File: src/rtl/mips_pkg.sv
// rtl/mips_pkg.sv - shared state encoding, opcodes, ALU op codes and control word for the MIPS multicycle core
package mips_pkg;

  typedef enum logic [3:0] {
    FETCH   = 4'd0,
    DECODE  = 4'd1,
    MEMADR  = 4'd2,
    MEMRD   = 4'd3,
    MEMWB   = 4'd4,
    MEMWR   = 4'd5,
    RTYPEEX = 4'd6,
    RTYPEWB = 4'd7,
    BEQEX   = 4'd8,
    ADDIEX  = 4'd9,
    ADDIWB  = 4'd10,
    JEX     = 4'd11
  } state_t;

  localparam logic [5:0] OP_RTYPE = 6'b000000;
  localparam logic [5:0] OP_LW    = 6'b100011;
  localparam logic [5:0] OP_SW    = 6'b101011;
  localparam logic [5:0] OP_BEQ   = 6'b000100;
  localparam logic [5:0] OP_ADDI  = 6'b001000;
  localparam logic [5:0] OP_J     = 6'b000010;

  localparam logic [1:0] ALUOP_ADD   = 2'b00;
  localparam logic [1:0] ALUOP_SUB   = 2'b01;
  localparam logic [1:0] ALUOP_FUNCT = 2'b10;

  typedef struct packed {
    logic [1:0] aluop;
    logic       alu_src_a;
    logic [1:0] alu_src_b;
    logic [1:0] pc_src;
    logic       iord;
    logic       reg_dst;
    logic       mem_to_reg;
    logic       ir_write;
    logic       mem_write;
    logic       reg_write;
    logic       pc_write;
    logic       branch;
  } ctrl_t;

endpackage

File: src/rtl/main_fsm_outputs.sv
// rtl/main_fsm_outputs.sv - combinational state to control-word decode (Moore outputs)
module main_fsm_outputs
  import mips_pkg::*;
(
  input  state_t state,
  output ctrl_t  ctrl
);

  always_comb begin
    ctrl = '0;
    case (state)
      FETCH: begin
        ctrl.ir_write  = 1'b1;
        ctrl.alu_src_b = 2'b01;
        ctrl.pc_write  = 1'b1;
      end
      DECODE: ctrl.alu_src_b = 2'b11;
      MEMADR, ADDIEX: begin
        ctrl.alu_src_a = 1'b1;
        ctrl.alu_src_b = 2'b10;
      end
      MEMRD: ctrl.iord = 1'b1;
      MEMWR: begin
        ctrl.iord      = 1'b1;
        ctrl.mem_write = 1'b1;
      end
      MEMWB: begin
        ctrl.reg_write  = 1'b1;
        ctrl.mem_to_reg = 1'b1;
      end
      RTYPEEX: begin
        ctrl.alu_src_a = 1'b1;
        ctrl.aluop     = ALUOP_FUNCT;
      end
      RTYPEWB: begin
        ctrl.reg_write = 1'b1;
        ctrl.reg_dst   = 1'b1;
      end
      ADDIWB: ctrl.reg_write = 1'b1;
      BEQEX: begin
        ctrl.alu_src_a = 1'b1;
        ctrl.aluop     = ALUOP_SUB;
        ctrl.pc_src    = 2'b01;
        ctrl.branch    = 1'b1;
      end
      JEX: begin
        ctrl.pc_src   = 2'b10;
        ctrl.pc_write = 1'b1;
      end
      default: ctrl = '0;
    endcase
  end

endmodule

File: src/rtl/mips_main_fsm.sv
// rtl/mips_main_fsm.sv - multicycle MIPS main control FSM: state register, next-state logic, pc_en gate
module mips_main_fsm
  import mips_pkg::*;
(
  input  logic       clk,
  input  logic       reset,
  input  logic [5:0] op,
  input  logic       zero,
  output logic [1:0] aluop,
  output logic       alu_src_a,
  output logic [1:0] alu_src_b,
  output logic [1:0] pc_src,
  output logic       iord,
  output logic       reg_dst,
  output logic       mem_to_reg,
  output logic       ir_write,
  output logic       mem_write,
  output logic       reg_write,
  output logic       pc_en,
  output logic [3:0] state_o
);

  state_t state, state_next, dec_state;
  ctrl_t  ctrl;

  always_ff @(posedge clk) begin
    if (reset) state <= FETCH;
    else       state <= state_next;
  end

  always_comb begin
    state_next = FETCH;
    case (state)
      FETCH: state_next = DECODE;
      DECODE: begin
        case (op)
          OP_LW, OP_SW: state_next = MEMADR;
          OP_RTYPE:     state_next = RTYPEEX;
          OP_BEQ:       state_next = BEQEX;
          OP_ADDI:      state_next = ADDIEX;
          OP_J:         state_next = JEX;
          default:      state_next = FETCH;
        endcase
      end
      MEMADR: begin
        if (op == OP_LW)      state_next = MEMRD;
        else if (op == OP_SW) state_next = MEMWR;
        else                  state_next = FETCH;
      end
      MEMRD:   state_next = MEMWB;
      RTYPEEX: state_next = RTYPEWB;
      ADDIEX:  state_next = ADDIWB;
      default: state_next = FETCH;
    endcase
  end

  // While reset is high the decode sees FETCH (defined selects, even before the
  // register is initialised) and every write enable is masked off.
  always_comb begin
    dec_state  = reset ? FETCH : state;
    aluop      = ctrl.aluop;
    alu_src_a  = ctrl.alu_src_a;
    alu_src_b  = ctrl.alu_src_b;
    pc_src     = ctrl.pc_src;
    iord       = ctrl.iord;
    reg_dst    = ctrl.reg_dst;
    mem_to_reg = ctrl.mem_to_reg;
    ir_write   = ctrl.ir_write & ~reset;
    mem_write  = ctrl.mem_write & ~reset;
    reg_write  = ctrl.reg_write & ~reset;
    pc_en      = (ctrl.pc_write | (ctrl.branch & zero)) & ~reset;
    state_o    = state;
  end

  main_fsm_outputs u_outputs (
    .state (dec_state),
    .ctrl  (ctrl)
  );

endmodule

File: config.mk
export PLATFORM = sky130hd
export DESIGN_NAME = mips_main_fsm
export DESIGN_NICKNAME = d
export VERILOG_FILES = /design/src/rtl/mips_pkg.sv /design/src/rtl/main_fsm_outputs.sv /design/src/rtl/mips_main_fsm.sv
export SDC_FILE = /design/constraint.sdc
export NUM_CORES = 1
export LEC_CHECK = 0
export ABC_AREA = 1
export BUFFER_PORTS_ARGS = -buffer_cell sky130_fd_sc_hd__buf_2
export CORE_AREA = 2 2 39 41
export DETAILED_ROUTE_END_ITERATION = 8
export DIE_AREA = 0 0 41 43
export PLACE_DENSITY_LB_ADDON = 0.1
export SYNTH_ARGS = -nofsm -noshare
export SYNTH_HDL_FRONTEND = slang
export SYNTH_SLANG_ARGS = --single-unit
File: constraint.sdc
create_clock -name clk -period 3.25 [get_ports clk]
set_clock_uncertainty 0.05 [all_clocks]
set_input_delay 0 -clock clk [delete_from_list [all_inputs] [get_ports clk]]
set_output_delay 0 -clock clk [all_outputs]
set_load 0.05 [all_outputs]
Word level (Yosys, flattened, before mapping)
Index checks and enable logic that the tools add are counted.
- bits in registers: 4
- latch bits: 0
- memory bits (writable): 0
- bits in read-only memories: 0
- output and inout bits: 18
- logic and storage cells: 55
- memories: 0
- $add $sub $neg: 0
- multiply operators: 0
- divide/modulo/power cells: 0
- magnitude comparators: 0
- eq/ne operators: 21
- shifts and indexed selects: 0
- mux-type cells: 17
- bitwise gates (word level): 7
- reductions and logical operators: 9
- operator list (kind ; count):
    $pmux W4 S6 ; 1
    $eq A4 B3 Y1 const B ; 5
    $eq A4 B4 Y1 const B ; 5
    $pmux W4 S5 ; 1
    $eq A4 B2 Y1 const B ; 4
    $eq A6 B6 Y1 const B ; 2
    $mux W1 ; 9
    $eq A4 B1 Y1 const B ; 2
    $logic_not A4 Y1 ; 2
    $pmux W2 S2 ; 2
    $reduce_or A2 Y1 ; 4
    $eq A6 B2 Y1 const B ; 1
    $eq A6 B3 Y1 const B ; 1
    $eq A6 B4 Y1 const B ; 1
    $logic_not A6 Y1 ; 1
    $mux W3 ; 2
    $pmux W2 S3 ; 1
    $and A1 B1 Y1 ; 5
    $mux W4 ; 1
    $reduce_or A4 Y1 ; 1
    $reduce_or A3 Y1 ; 1
    $not A1 Y1 ; 1
    $or A1 B1 Y1 ; 1

Logic depth before layout (Yosys ltp)
- depth after elaboration: 6
- depth in mapped cells: 8
- mapped depth without buffers: 8

Hierarchy
Synthesis repeated with hierarchy kept, for this count alone.
- cell total of the unflattened synthesis: 109
- area total of the unflattened synthesis: 539.3 um2
- by module, submodules not included (module ; instances ; cells each ; area an instance (um2)):
    mips_main_fsm ; 1 ; 72 ; 375.4
    main_fsm_outputs ; 1 ; 37 ; 163.9

Worst setup path after synthesis
Ideal clock, no wire load.
- path kind: reg2out
- start point: register state[1] (netlist: state_o[1])
- end point: output pc_en
- data arrival time: 2443 ps
- required time: 3200 ps
- slack: 757 ps
- stages on the path, launching flop included: 5
- path buffers: 0
- path through: dfxtp_1 > nand3_1 > nor2_1 > nor2_1 > nor2_1
- longest elaborated chain between the ends: 6
- elaborated cells on any way between the ends: 10
- RTL lines (what ; line ; source):
    start, declared ; mips_main_fsm.sv:23 ; state_t state, state_next, dec_state;
    start signal, assigned ; mips_main_fsm.sv:28 ; else state <= state_next;
    $mux W4 * ; mips_main_fsm.sv:60 ; dec_state = reset ? FETCH : state;
    $eq A4 B4 Y1 or $logic_not A4 Y1 (tied branches) ; main_fsm_outputs.sv:11 ; case (state)
    $reduce_or A2 Y1 (no line) or $mux W1 (tied branches) ; - ;
    $mux W1 or $and A1 B1 Y1 (tied branches) ; main_fsm_outputs.sv:11, mips_main_fsm.sv:71 ;
    $or A1 B1 Y1 * ; mips_main_fsm.sv:71 ; pc_en = (ctrl.pc_write | (ctrl.branch & zero)) & ~reset;
    $and A1 B1 Y1 * ; mips_main_fsm.sv:71 ;
    end, declared ; mips_main_fsm.sv:19 ; output logic pc_en,
Every way passes the cells marked *; elsewhere a longest branch is shown, timed or not.

Worst setup path in the final report
- start point: register state[2] (netlist: state_o[2])
- end point: output reg_write
- longest elaborated chain between the ends: 5
- elaborated cells on any way between the ends: 7
- RTL lines (what ; line ; source):
    $mux W4 * ; mips_main_fsm.sv:60 ;
    $eq A4 B3 Y1 or $eq A4 B4 Y1 (tied branches) ; main_fsm_outputs.sv:11 ;
    $reduce_or A3 Y1 (no line) * ; - ;
    $mux W1 * ; main_fsm_outputs.sv:11 ;
    $and A1 B1 Y1 * ; mips_main_fsm.sv:70 ; reg_write = ctrl.reg_write & ~reset;
    end, declared ; mips_main_fsm.sv:18 ; output logic reg_write,
Marks and branches as above.

==> impl_metrics.ini <==
[logic_synthesis]
avgSynthCellArea_sq_um = 5.21
synth_cell_types = 19
async_flop_share_pct = 0
synth_top_flop_cell = dfxtp_1
syn_inst = 92
yosysSeqAreaShare_pct = 16.7
syn_nets = 101
yosysWarnings = 0
synth.cell_area_sq_um = 479
ys_seq_elements = 4
synth_edf_count = 0

[worst_setup_path]
worstPathMaxFanout = 3
crit_arrival_ns = 1.56
required_ns = 3.20
timing.rr.end = state_o[2]$_SDFF_PP0_
cp-start-kind = flop
worstRegToRegCells = 5
end_kind = primary output
r2r_slack_ns = 2.06
path_class = reg2out
worst_r2r_startpoint = state_o[0]$_SDFF_PP0_

[layout]
postLayoutCoreUtil_pct = 46.2
fin_nets = 130
syn2layout_area_growth_pct = 33.4
antenna_cells = 0
drive_above_1_share_pct = 36.1
largest_reg_flops = 4
final_cells = 135

[global_routing]
grt_max_degree = 12
grt_pass1_vias = 551
antenna_found_initial = 0
grt_pass1_wl_um = 2130
grt_overflow = 0
grt_usage_pct = 17.3

[cts]
tritoncts = built
cts_sinks = 4
hold_buffers = 0
cts_root_buffer = clkbuf_4
clock_latency_ns = 0.23
cts_setup_buffers = 0
path_clk_slew_ns = 0.04
numCtsBuffers = 3
cts_resized = 0
clockBufferDepth = 2
htree_levels = 1

[worst_hold_path]
hold-path-endpoint = state_o[2]$_SDFF_PP0_
whs_path_depth = 2
holdCritStartpoint = reset
worstHoldPathType = in2reg

[place]
gp_congestion = 0.845
hpwl_um = 1050
io_buffers = 26
dp_cells = 132

[sta]
period_share_pct = 49.6
hold-worst-slack_ns = 0.0221
finalHoldViolCount = 0
slew-limit-headroom_pct = 81.5
worstMarginPinSlew_ns = 0.277
fin_crit_ns = 1.61
drv_slew = 0
max_clock_freq_ghz = 0.620
fin_setup_tns_ns = 0
rsz0062_at_grt = false
setup_viol = 0

[detailed_routing]
avgRoutedWirePerCell_um = 9.10
antenna_left = 0
drt_iter0_drc = 18
num_vias = 619
drt-vias-per-instance = 4.59
drc = 0
dr.pass1.iters = 4
wl_um = 1230

[die]
die_y_um = 43
start_util_pct = 34.6
rows = 14
dieWidth_um = 41
dieArea_sq_um = 1760
pin_count = 27
core_sq_um = 1380

[power_and_ir_drop]
ir_drop_mv = 0.151
leakagePower_uw = 0.000397
p_per_area_nw_per_um2 = 262

[outcome]
status = finished, final reports clean

[job]
cap_viol_max_count = 0
[critical path: stages (launching register included)]
cell and delay (ns):
dfxtp_1 0.39, inv_2 0.07, nor2_1 0.14, inv_1 0.08, nor2_2 0.10, inv_2 0.05
nor2_2 0.09, nor2_1 0.04, o31ai_1 0.06, buf_2 0.30
[Yosys cell counts, types with 2 or more instances]
cell type	number	area share, %
inv_1	10	7.8
nor2_1	22	17
a21oi_1	2	2.1
nand3_1	12	13
nand2_1	19	15
dfxtp_1	4	17
inv_2	6	4.7
nor2_2	5	6.5
o21ai_0	2	2.1
[stage by stage]
| stage | worst slack (ns) | cell area [sq um] | power [uW] |
|---|---|---|---|
| global route | 1.51 | 639 | 182 |
| finish | 1.64 | 639 | 167 |
| floorplan | 0.757 | 479 | 92.7 |
| global placement | 1.89 | 617 | 107 |
| CTS | 1.62 | 639 | 172 |
| detailed placement | 1.88 | 617 | 107 |
[cells in the final DEF, fill, tap and decap left out, drive strengths merged]
cell and n:
nor2 28, buf 26, nand2 20, inv 16
nand3 12, dfxtp 4, clkbuf 3, a21oi 3
o21ai 2, a31oi 1, o31ai 1, o22ai 1
o21a 1, nand3b 1
[metal layers]
metal | share of wire [%] | routed length [um] | global-route usage (%) | vias up
li1 | - | - | - | 339
met1 | 47 | 581 | 20.9 | 263
met2 | 47 | 577 | 27.8 | 17
met3 | 5.5 | 68 | 3.14 | 0
met4 | 0 | 0 | 8.00 | 0
met5 | 0 | 0 | 0 | -
[final cells by class]
cell class	count	area, sq um
Clock buffer	3	22.5
Fill cell	160	744
Inverter	16	60.1
Multi-Input combinational cell	70	327
Sequential cell	4	80.1
Tap cell	16	20.0
Timing Repair Buffer	26	130
[cells by family after synthesis]
| family | share of synthesized area [%] |
|---|---|
| AO/OA/AOI/OAI | 11.8 |
| buffers and inverters | 15.1 |
| AND/OR/NAND/NOR | 56.4 |
| flip-flops | 16.7 |
[report_power, final]
part / total [uW] / switching (uW) / internal, uW
clock network: 61.3 / 20.0 / 41.3
logic: 52.7 / 38.4 / 14.2
registers: 53.4 / 2.56 / 50.8
[worst max path at each step]
stage                               start           end  slack [ns]  cells past startpoint
floorplan           state_o[1]$_SDFF_PP0_         pc_en        0.76                      4
finish              state_o[2]$_SDFF_PP0_     reg_write        1.64                      9
global placement    state_o[2]$_SDFF_PP0_     reg_write        1.89                      9
CTS                 state_o[2]$_SDFF_PP0_     reg_write        1.62                      9
detailed placement  state_o[2]$_SDFF_PP0_     reg_write        1.88                      9
global route        state_o[0]$_SDFF_PP0_  alu_src_b[1]        1.51                      7
Power figures use the tool's default switching activity.
